`src/rtl/cdc_event_arbiter.sv`:
```
// Synchronises N asynchronous request lines, turns their rising edges into pending events and
// serves those events one at a time, round-robin, through a grant / busy / done handshake.
module cdc_event_arbiter #(
    parameter int unsigned N       = 4,
    parameter int unsigned STAGES  = 2,
    parameter int unsigned TIMEOUT = 255
) (
    input  logic         clk,
    input  logic         rst,
    input  logic [N-1:0] async_req,
    output logic         grant_valid,
    output logic [2:0]   grant_id,
    input  logic         grant_ready,
    input  logic         svc_done,
    output logic [N-1:0] ack_toggle,
    output logic [N-1:0] overflow,
    output logic         timeout_err,
    input  logic         flag_clr
);

    localparam int unsigned IDW = 3;
    localparam int unsigned CW  = 16;
    localparam int unsigned NW  = (N > 1) ? $clog2(N) : 1;
    localparam int unsigned SUW = $clog2(STAGES + 2);
    localparam logic [SUW-1:0] SU_LOAD = SUW'(STAGES + 1);
    localparam logic [CW-1:0]  TO_LAST = CW'(TIMEOUT - 1);

    typedef enum logic [1:0] {
        IDLE  = 2'd0,
        GRANT = 2'd1,
        BUSY  = 2'd2
    } state_t;

    logic [STAGES-1:0][N-1:0] sync_q;
    logic [N-1:0]             sync_dly;
    logic [SUW-1:0]           startup_q;
    logic [N-1:0]             edge_c;

    state_t         state_q, state_d;
    logic [N-1:0]   pending_q, pending_d;
    logic [IDW-1:0] last_q, last_d;
    logic [IDW-1:0] grant_id_d;
    logic           grant_valid_d;
    logic [CW-1:0]  cnt_q, cnt_d;
    logic [N-1:0]   ack_d;
    logic [N-1:0]   overflow_d;
    logic           timeout_err_d;
    logic [N-1:0]   gnt_oh_c;
    logic [N-1:0]   clr_c;
    logic           to_set_c;
    logic           found;
    int             idx;

    // Synchroniser chains, one-cycle delayed copy and post-reset edge blanking
    always_ff @(posedge clk) begin
        if (rst) begin
            sync_q    <= '0;
            sync_dly  <= '0;
            startup_q <= SU_LOAD;
        end else begin
            sync_q   <= {sync_q[STAGES-2:0], async_req};
            sync_dly <= sync_q[STAGES-1];
            if (startup_q != '0) begin
                startup_q <= startup_q - SUW'(1);
            end
        end
    end

    assign edge_c   = (startup_q == '0) ? (sync_q[STAGES-1] & ~sync_dly) : '0;
    assign gnt_oh_c = {{(N-1){1'b0}}, 1'b1} << grant_id;

    // Next-state, round-robin pick and flag update
    always_comb begin
        state_d    = state_q;
        grant_id_d = grant_id;
        last_d     = last_q;
        cnt_d      = cnt_q;
        ack_d      = ack_toggle;
        clr_c      = '0;
        to_set_c   = 1'b0;
        found      = 1'b0;
        idx        = 0;

        case (state_q)
            IDLE: begin
                if (|pending_q) begin
                    state_d = GRANT;
                    for (int k = 1; k <= int'(N); k++) begin
                        idx = int'(last_q) + k;
                        if (idx >= int'(N)) begin
                            idx = idx - int'(N);
                        end
                        if (!found && pending_q[idx[NW-1:0]]) begin
                            found      = 1'b1;
                            grant_id_d = IDW'(idx);
                        end
                    end
                end
            end
            GRANT: begin
                if (grant_ready) begin
                    clr_c   = gnt_oh_c;
                    last_d  = grant_id;
                    cnt_d   = '0;
                    state_d = BUSY;
                end
            end
            BUSY: begin
                // done has priority over a timeout landing on the same cycle
                if (svc_done) begin
                    ack_d   = ack_toggle ^ gnt_oh_c;
                    cnt_d   = '0;
                    state_d = IDLE;
                end else if (cnt_q == TO_LAST) begin
                    ack_d    = ack_toggle ^ gnt_oh_c;
                    to_set_c = 1'b1;
                    cnt_d    = '0;
                    state_d  = IDLE;
                end else begin
                    cnt_d = cnt_q + CW'(1);
                end
            end
            default: begin
                state_d = IDLE;
            end
        endcase

        pending_d     = (pending_q & ~clr_c) | edge_c;
        overflow_d    = (flag_clr ? '0 : overflow) | (edge_c & pending_q & ~clr_c);
        timeout_err_d = (flag_clr ? 1'b0 : timeout_err) | to_set_c;
        grant_valid_d = (state_d == GRANT);
    end

    // State and registered outputs
    always_ff @(posedge clk) begin
        if (rst) begin
            state_q     <= IDLE;
            pending_q   <= '0;
            last_q      <= IDW'(N - 1);
            grant_id    <= '0;
            grant_valid <= 1'b0;
            cnt_q       <= '0;
            ack_toggle  <= '0;
            overflow    <= '0;
            timeout_err <= 1'b0;
        end else begin
            state_q     <= state_d;
            pending_q   <= pending_d;
            last_q      <= last_d;
            grant_id    <= grant_id_d;
            grant_valid <= grant_valid_d;
            cnt_q       <= cnt_d;
            ack_toggle  <= ack_d;
            overflow    <= overflow_d;
            timeout_err <= timeout_err_d;
        end
    end

endmodule
```
`config.mk`:
```
export PLATFORM = sky130hd
export DESIGN_NAME = cdc_event_arbiter
export DESIGN_NICKNAME = d
export VERILOG_FILES = /design/src/rtl/cdc_event_arbiter.sv
export SDC_FILE = /design/constraint.sdc
export NUM_CORES = 1
export LEC_CHECK = 0
export CAP_MARGIN = 20
export CORE_MARGIN = 3
export CORE_UTILIZATION = 57
export CTS_BUF_LIST = sky130_fd_sc_hd__clkbuf_8 sky130_fd_sc_hd__clkbuf_16
export DETAILED_ROUTE_END_ITERATION = 8
export PLACE_DENSITY = 0.79
export SYNTH_ARGS = -nofsm -noshare
export SYNTH_HDL_FRONTEND = slang
export SYNTH_SLANG_ARGS = --single-unit
```
`constraint.sdc`:
```
create_clock -name clk -period 3.5 [get_ports clk]
set_input_delay 0.7 -clock clk [delete_from_list [all_inputs] [get_ports clk]]
set_output_delay 0.7 -clock clk [all_outputs]
set_load 0.01 [all_outputs]
```
Yosys cells after proc, flatten, opt, wreduce, memory -nomap -nowiden
Index checks and enable logic that the tools add are counted.
{"block": "op_classes", "n_reduce_logical": 17, "multipliers": 0, "div": 0, "muxes": 52, "order_cmp": 8, "shift": 1, "eq_ne": 5, "n_addsub": 10, "bitwise_logic": 10}
{"operator": "16-bit 2-to-1 mux", "n": 3}
{"operator": "3-bit 2-to-1 mux", "n": 16}
{"operator": "16-bit one-hot mux with 2 select lines", "n": 1}
{"operator": "4-bit 2-to-1 mux", "n": 6}
{"operator": "1-bit 2-to-1 mux", "n": 17}
{"operator": "16-bit by 1-bit adder with 16-bit output, second input constant", "n": 1}
{"operator": "4-bit AND", "n": 4}
{"operator": "16-bit by 8-bit == test with 1-bit output, second input constant", "n": 1}
{"operator": "4-bit by 3-bit greater-or-equal comparator with 1-bit output, second input constant", "n": 4}
{"operator": "2-bit by 3-bit less-than comparator with 1-bit output, second input constant", "n": 4}
{"operator": "3-bit subtractor, second input constant", "n": 4}
{"operator": "3-bit by 2-bit adder with 4-bit output, second input constant", "n": 2}
{"operator": "1-bit binary-select mux with 2-bit select", "n": 4}
{"operator": "2-bit 2-to-1 mux", "n": 4}
{"operator": "4-bit NOT", "n": 2}
{"operator": "4-bit bitwise OR", "n": 2}
{"operator": "2-bit one-hot mux with 3 select lines", "n": 1}
{"operator": "2-bit AND reduction", "n": 3}
{"operator": "2-bit nonzero test", "n": 3}
{"operator": "3-bit by 1-bit adder with 4-bit output, second input constant", "n": 1}
{"operator": "3-bit by 3-bit adder with 4-bit output, second input constant", "n": 1}
{"operator": "2-bit by 1-bit == test with 1-bit output, second input constant", "n": 2}
{"operator": "2-bit logical NOT", "n": 2}
{"operator": "4-bit nonzero test", "n": 1}
{"operator": "other kinds (10)", "n": 14}
{"block": "word_totals", "memories": 0, "wordCells": 116, "inputBits": 9, "ramBits": 0, "reg_bits": 52, "out_inout_bits": 13, "latchBits": 0, "rom_bits": 0}

Logic depth before layout (Yosys ltp)
{"block": "logic_depth", "depth_word": 24, "mapped_depth": 9}

Worst setup path before layout
OpenSTA, ideal clock, no wires.
{"block": "synth_path", "path_kind": "reg-to-reg", "start": "reg last_q[0]", "end": "reg grant_id[1]", "setup_time_ps": 151, "n_path_buf": 2, "synth_period_minus_slack_ps": 2414, "path_stages_with_launch": 10, "t_arrival_ps": 2263, "setup_slack_ps": 1086, "cell_sequence": "dfxtp_1 clkbuf_1 inv_1 ha_1 clkbuf_1 mux4_2 nand2b_1 a31o_2 nand4_1 a311oi_1"}
{"block": "synth_between", "elab_chain_len": 24}
{"item": "start, declared", "line_no": "41", "text": "logic [IDW-1:0] last_q, last_d;"}
{"item": "start signal, assigned", "line_no": "139", "text": "last_q <= IDW'(N - 1);"}
{"item": "start signal, assigned", "line_no": "149", "text": "last_q <= last_d;"}
{"item": "3-bit by 1-bit adder with 4-bit output", "line_no": "89", "text": "idx = int'(last_q) + k;"}
{"item": "4-bit by 3-bit greater-or-equal comparator with 1-bit output / 3-bit subtractor (equally long branches)", "line_no": "90, 91"}
{"item": "3-bit 2-to-1 mux", "line_no": "90", "text": "if (idx >= int'(N)) begin"}
{"item": "3-bit 2-to-1 mux", "line_no": "86", "text": "if (|pending_q) begin"}
{"item": "3-bit 2-to-1 mux", "line_no": "84", "text": "case (state_q)"}
{"item": "1-bit binary-select mux with 2-bit select", "line_no": "93", "text": "if (!found && pending_q[idx[NW-1:0]]) begin"}
{"item": "1-bit 2-to-1 mux (not written as such)", "line_no": "93"}
{"item": "1-bit 2-to-1 mux", "line_no": "93"}
{"item": "(+8 left out)"}
{"item": "1-bit logical AND", "line_no": "93"}
{"item": "1-bit 2-to-1 mux", "line_no": "93"}
{"item": "1-bit 2-to-1 mux", "line_no": "86"}
{"item": "1-bit 2-to-1 mux", "line_no": "84"}
{"item": "1-bit logical NOT", "line_no": "93"}
{"item": "1-bit logical AND", "line_no": "93"}
{"item": "4-bit nonzero test (no source line)"}
{"item": "3-bit AND reduction (no source line)"}
{"item": "end signal, assigned", "line_no": "150", "text": "grant_id <= grant_id_d;"}
{"item": "end, declared", "line_no": "12", "text": "output logic [2:0] grant_id,"}
Parallel ways exist; a longest one is shown, timed or not. The select of a mux whose other input is x is not followed.
A chain may end at the register's enable or synchronous reset.

Worst setup path in the final report
{"block": "layout_path", "start": "reg cnt_q[0]", "end": "reg cnt_q[3]"}
{"block": "layout_between", "elab_chain_len": 4}
{"item": "start, declared", "line_no": "44", "text": "logic [CW-1:0] cnt_q, cnt_d;"}
{"item": "start signal, assigned", "line_no": "152", "text": "cnt_q <= cnt_d;"}
{"item": "16-bit by 1-bit adder with 16-bit output / 16-bit by 8-bit == test with 1-bit output (equally long branches)", "line_no": "120, 114"}
{"item": "16-bit 2-to-1 mux (*)", "line_no": "114", "text": "end else if (cnt_q == TO_LAST) begin"}
{"item": "16-bit 2-to-1 mux (*)", "line_no": "110", "text": "if (svc_done) begin"}
{"item": "16-bit one-hot mux with 2 select lines (*)", "line_no": "84"}
Every way passes the cells marked *; elsewhere a longest branch is shown, timed or not.

==> metrics.log <==
[metrics] status: complete, no violations
[metrics] Die X-Extent: between 70 and 80 um
[metrics] number of filler cells placed in the layout: roughly 360
[metrics] number of buffers inserted during clock tree synthesis: 5
[metrics] cell internal pwr: between 0.0008 and 0.0009 W
[metrics] Pre-antenna DRT Iters: 4
[metrics] share of synthesized cell area in and, or, nand and nor gates: between 20 and 30%
[metrics] Worst Setup Path Type: reg2reg
[metrics] share of Yosys cell area claimed by the top area cell type: 41.3%
[metrics] highest achievable clock rate: 370 MHz
[metrics] startpoint of the most critical hold path: sync_q[3]
[metrics] post-synthesis sequential element count: 52
[metrics] ratio of total power to cell area: roughly 380 nW/um2
[metrics] hold path cells: 1
[metrics] maximum buffer depth of the clock tree: 2
[metrics] Final #Nets: 311
[metrics] r2r endpoint: cnt_q[3]
[metrics] peak fanout along the critical path: 13
[metrics] Net Count, Synth: 300
[metrics] Worst setup EP type: register
[metrics] vias per cell: between 5 and 6
[metrics] count of hold buffers inserted by post-cts repair: 0
[metrics] cell area after synthesis: ~2500 um2
[metrics] placed wire-length estimate after detailed placement: 3.57 mm
[metrics] Switching Fraction: a little over a quarter
[metrics] beginning of the worst register-to-register path: cnt_q[0]
[metrics] most frequent cells after synthesis: dfxtp_1 (52), nor2_1 (36), a21oi_1 (16), clkbuf_1 (16), nor2b_1 (16)
[metrics] complex-gate fraction of the synthesized area: between 10 and 15%
[metrics] DRC violations left: 0
[metrics] Buffers on Ports: 21
[metrics] clock latency reported for the late side of the worst-skew pair: approximately 0.31 ns
[metrics] number of max-cap violations: 0
[metrics] first-pass GRT wire length: 8.65 mm
[metrics] post-cts gate resize count: 0
[metrics] Arr. time, crit path: 2.91 ns
[metrics] post-synthesis area per instance: roughly 9 um2
[metrics] count of boundary I/O pins: 22
[metrics] main combinational cell family by area after synthesis: simple AND/OR/NAND/NOR gates
[metrics] share of final-layout standard cells stronger than drive strength 1: between 8 and 9%
[metrics] maximum number of pins on one net before global-route repair: 42
[metrics] number of placement rows: 23
[metrics] effective utilization at floorplan: about three fifths
[metrics] post-synthesis async set-or-reset flop share: 0%
[metrics] worst-case vdd ir drop: ~0.33 mV
[metrics] Clock power frac: between 30% and 40%
[metrics] setup clock skew after layout: 0.00508 ns
[metrics] number of pins exceeding their max-slew limit in the final report: 0
[metrics] ant diodes: 0
[metrics] CTS H-tree depth: 2
[metrics] Worst Hold End: sync_q[7]
[metrics] area of the core region: between 4000 and 5000 um2
[metrics] final cycle utilization of the critical path: 77.3%
[metrics] final setup violation count: 0
[metrics] area added between synthesis and finish: 12.2%
[metrics] hold crit path type: reg2reg
[metrics] cell accounting for the most synthesized area: dfxtp_1
[metrics] Post-Route Setup TNS: 0 ns
[metrics] final weighted congestion in routability-driven placement: approximately 0.85
[metrics] number of sinks handled by clock tree synthesis: 52
[metrics] setup slack on the worst flop-to-flop path: 0.79 ns
[metrics] Comb power frac: under 10%
[metrics] sequential share of power: between 50% and 60%
[metrics] Die Outline Area: around 5300 um2
[metrics] fraction of synthesized cell area in xor and xnor cells: 4.86%
[metrics] required arrival time at the worst endpoint: approximately 3.7 ns
[metrics] overall power: approximately 0.0011 W
[metrics] Yosys cell types: 53
[metrics] Tot GR Track Use: between 20% and 30%
[metrics] number of global-route vias before repair: around 1.9k
[metrics] share of cell area taken by muxes after synthesis: under 10%
[metrics] Warnings, synthesis: 0
[metrics] antenna violations before repair: 0
[metrics] critical path startpoint category: register
[metrics] leakage power: around 1 nW
[metrics] Die Y: about 73 um
[metrics] remaining antenna violation count after routing: 0
[metrics] post-synthesis share of cell area spent on full adders, half adders and majority gates: about 2.5%
[metrics] Relative slew margins: 27.9%
[metrics] number of flops mapped to enable cells by yosys: 0
[metrics] first-iteration detailed-routing DRC count: approximately 180
[metrics] setup repair after global routing missed its margin: false
[metrics] total length of routed wires: ~5 mm
[metrics] number of standard cells after synthesis: about 290
[metrics] transition time at the pin with the least slew margin: about 1.1 ns
[metrics] sequential-to-total area share from yosys stat: around 41%
[metrics] CTS tree: done
[metrics] buffers inserted during post-CTS setup optimization: 0
[metrics] average wire per standard cell: 14.5 um
[metrics] cell with the most instances after synthesis: dfxtp_1
[metrics] Clock Pin Slew Worst Setup and Hold Paths: around 0.10 ns
[metrics] number of cells traversed by the worst register-to-register path: 7
[metrics] main flop type after synthesis: dfxtp_1
[metrics] overflow left after global routing: 0
[metrics] Clock Tree Root: clkbuf_8
[metrics] DR vias: ~2.1k
[metrics] cells taking the most area after synthesis: dfxtp_1 (41%), nor2_1 (5.4%), nor2b_1 (4.0%)
[metrics] net switching component of the power: roughly 0.00028 W
[metrics] shortest clock period the worst path allows after layout: about 2.7 ns
[metrics] Final Hold Vio Count: 0
==> critical path: stages, from the launching register on <==
cell and delay [ns]:
dfxtp_1 0.36, inv_1 0.07, ha_1 0.13, or4b_4 0.47, o41ai_2 0.97, nand2_1 0.17
nand2b_1 0.32, nor2b_1 0.09
==> stage by stage <==
step                      cells  util (%)  setup WS [ns]  hold WS, ns  instance area, um2
after floorplan             286         -           1.09        0.414                2520
after global placement      340      65.9          0.980        0.418                2730
after detailed placement    340      65.9          0.847        0.424                2730
after CTS                   348      68.3          0.835        0.448                2830
after global routing        348      68.3          0.608        0.463                2830
final                       348      68.3          0.794        0.445                2830
==> kinds of logic (layout without fill, tap and decap cells) <==
| group | Yosys count | in the layout |
|---|---|---|
| AND/OR/NAND/NOR | 126 | 126 |
| AO/OA/AOI/OAI | 52 | 52 |
| flip-flops | 52 | 52 |
| buffers and inverters | 30 | 42 |
| XOR/XNOR | 14 | 14 |
| multiplexers | 7 | 7 |
| adder cells (fa/ha/maj) | 5 | 5 |
==> sequential cells by signal, indices dropped and copies added (netlist names) <==
| signal | cells |
|---|---|
| sync_q | 8 |
| grant_valid | 1 |
| timeout_err | 1 |
| ack_toggle | 4 |
| overflow | 4 |
| last_q | 3 |
| cnt_q | 16 |
| sync_dly | 4 |
| startup_q | 2 |
| grant_id | 3 |
| pending_q | 4 |
| state_q | 2 |
==> worst max-delay path by stage <==
| stage | start | endpoint | slack, ns |
|---|---|---|---|
| floorplan | last_q[0] | grant_id[1] | 1.09 |
| global placement | cnt_q[0] | cnt_q[15] | 0.98 |
| detailed placement | cnt_q[0] | cnt_q[13] | 0.85 |
| CTS | cnt_q[0] | cnt_q[3] | 0.84 |
| global route | cnt_q[1] | cnt_q[5] | 0.61 |
| finish | cnt_q[0] | cnt_q[3] | 0.79 |
==> layer usage <==
metal  vias up  global-route usage (%)  share of wire (%)
met5         -                       0                  0
met4         0                    4.92               0.48
met3         2                    4.29                4.5
met2        48                    32.4                 46
met1       977                    28.3                 49
li1       1024                       -                  -
==> power by group through the flow <==
stage	logic, W	clock network [W]	registers, W
6_report	0.0000980	0.000367	0.000623
5_1_grt	0.000110	0.000402	0.000626
4_1_cts	0.0000989	0.000374	0.000623
3_5_place_dp	0.0000978	0	0.000637
3_3_place_gp	0.0000953	0	0.000636
2_1_floorplan	0.0000732	0	0.000630
==> cells in the final DEF, fill, tap and decap left out, types with 3 or more instances in the layout <==
master	n
a21oi_1	16
a31oi_1	3
and3b_1	3
clkbuf_8	5
clkdlybuf4s50_1	21
dfxtp_1	52
ha_1	5
inv_1	12
mux2i_1	4
nand2_1	15
nand2b_1	6
nand3_1	6
nand3b_1	5
nand4_1	6
nor2_1	36
nor2b_1	16
nor3_1	5
nor3_2	3
nor3b_1	6
nor4_1	3
o21ai_0	9
xnor2_1	9
xor2_1	5
==> cell type report <==
cell class              instances  area [um2]  area share [%]
repair buffers                 22         218            7.69
clock buffers                   5        68.8            2.43
multi-input cells             204        1370            48.3
flip-flops and latches         52        1040            36.8
clock inverters                 3        28.8            1.02
inverters                      12        45.0            1.59
well taps                      50        62.6            2.21
(Power assumes the default switching activity.)
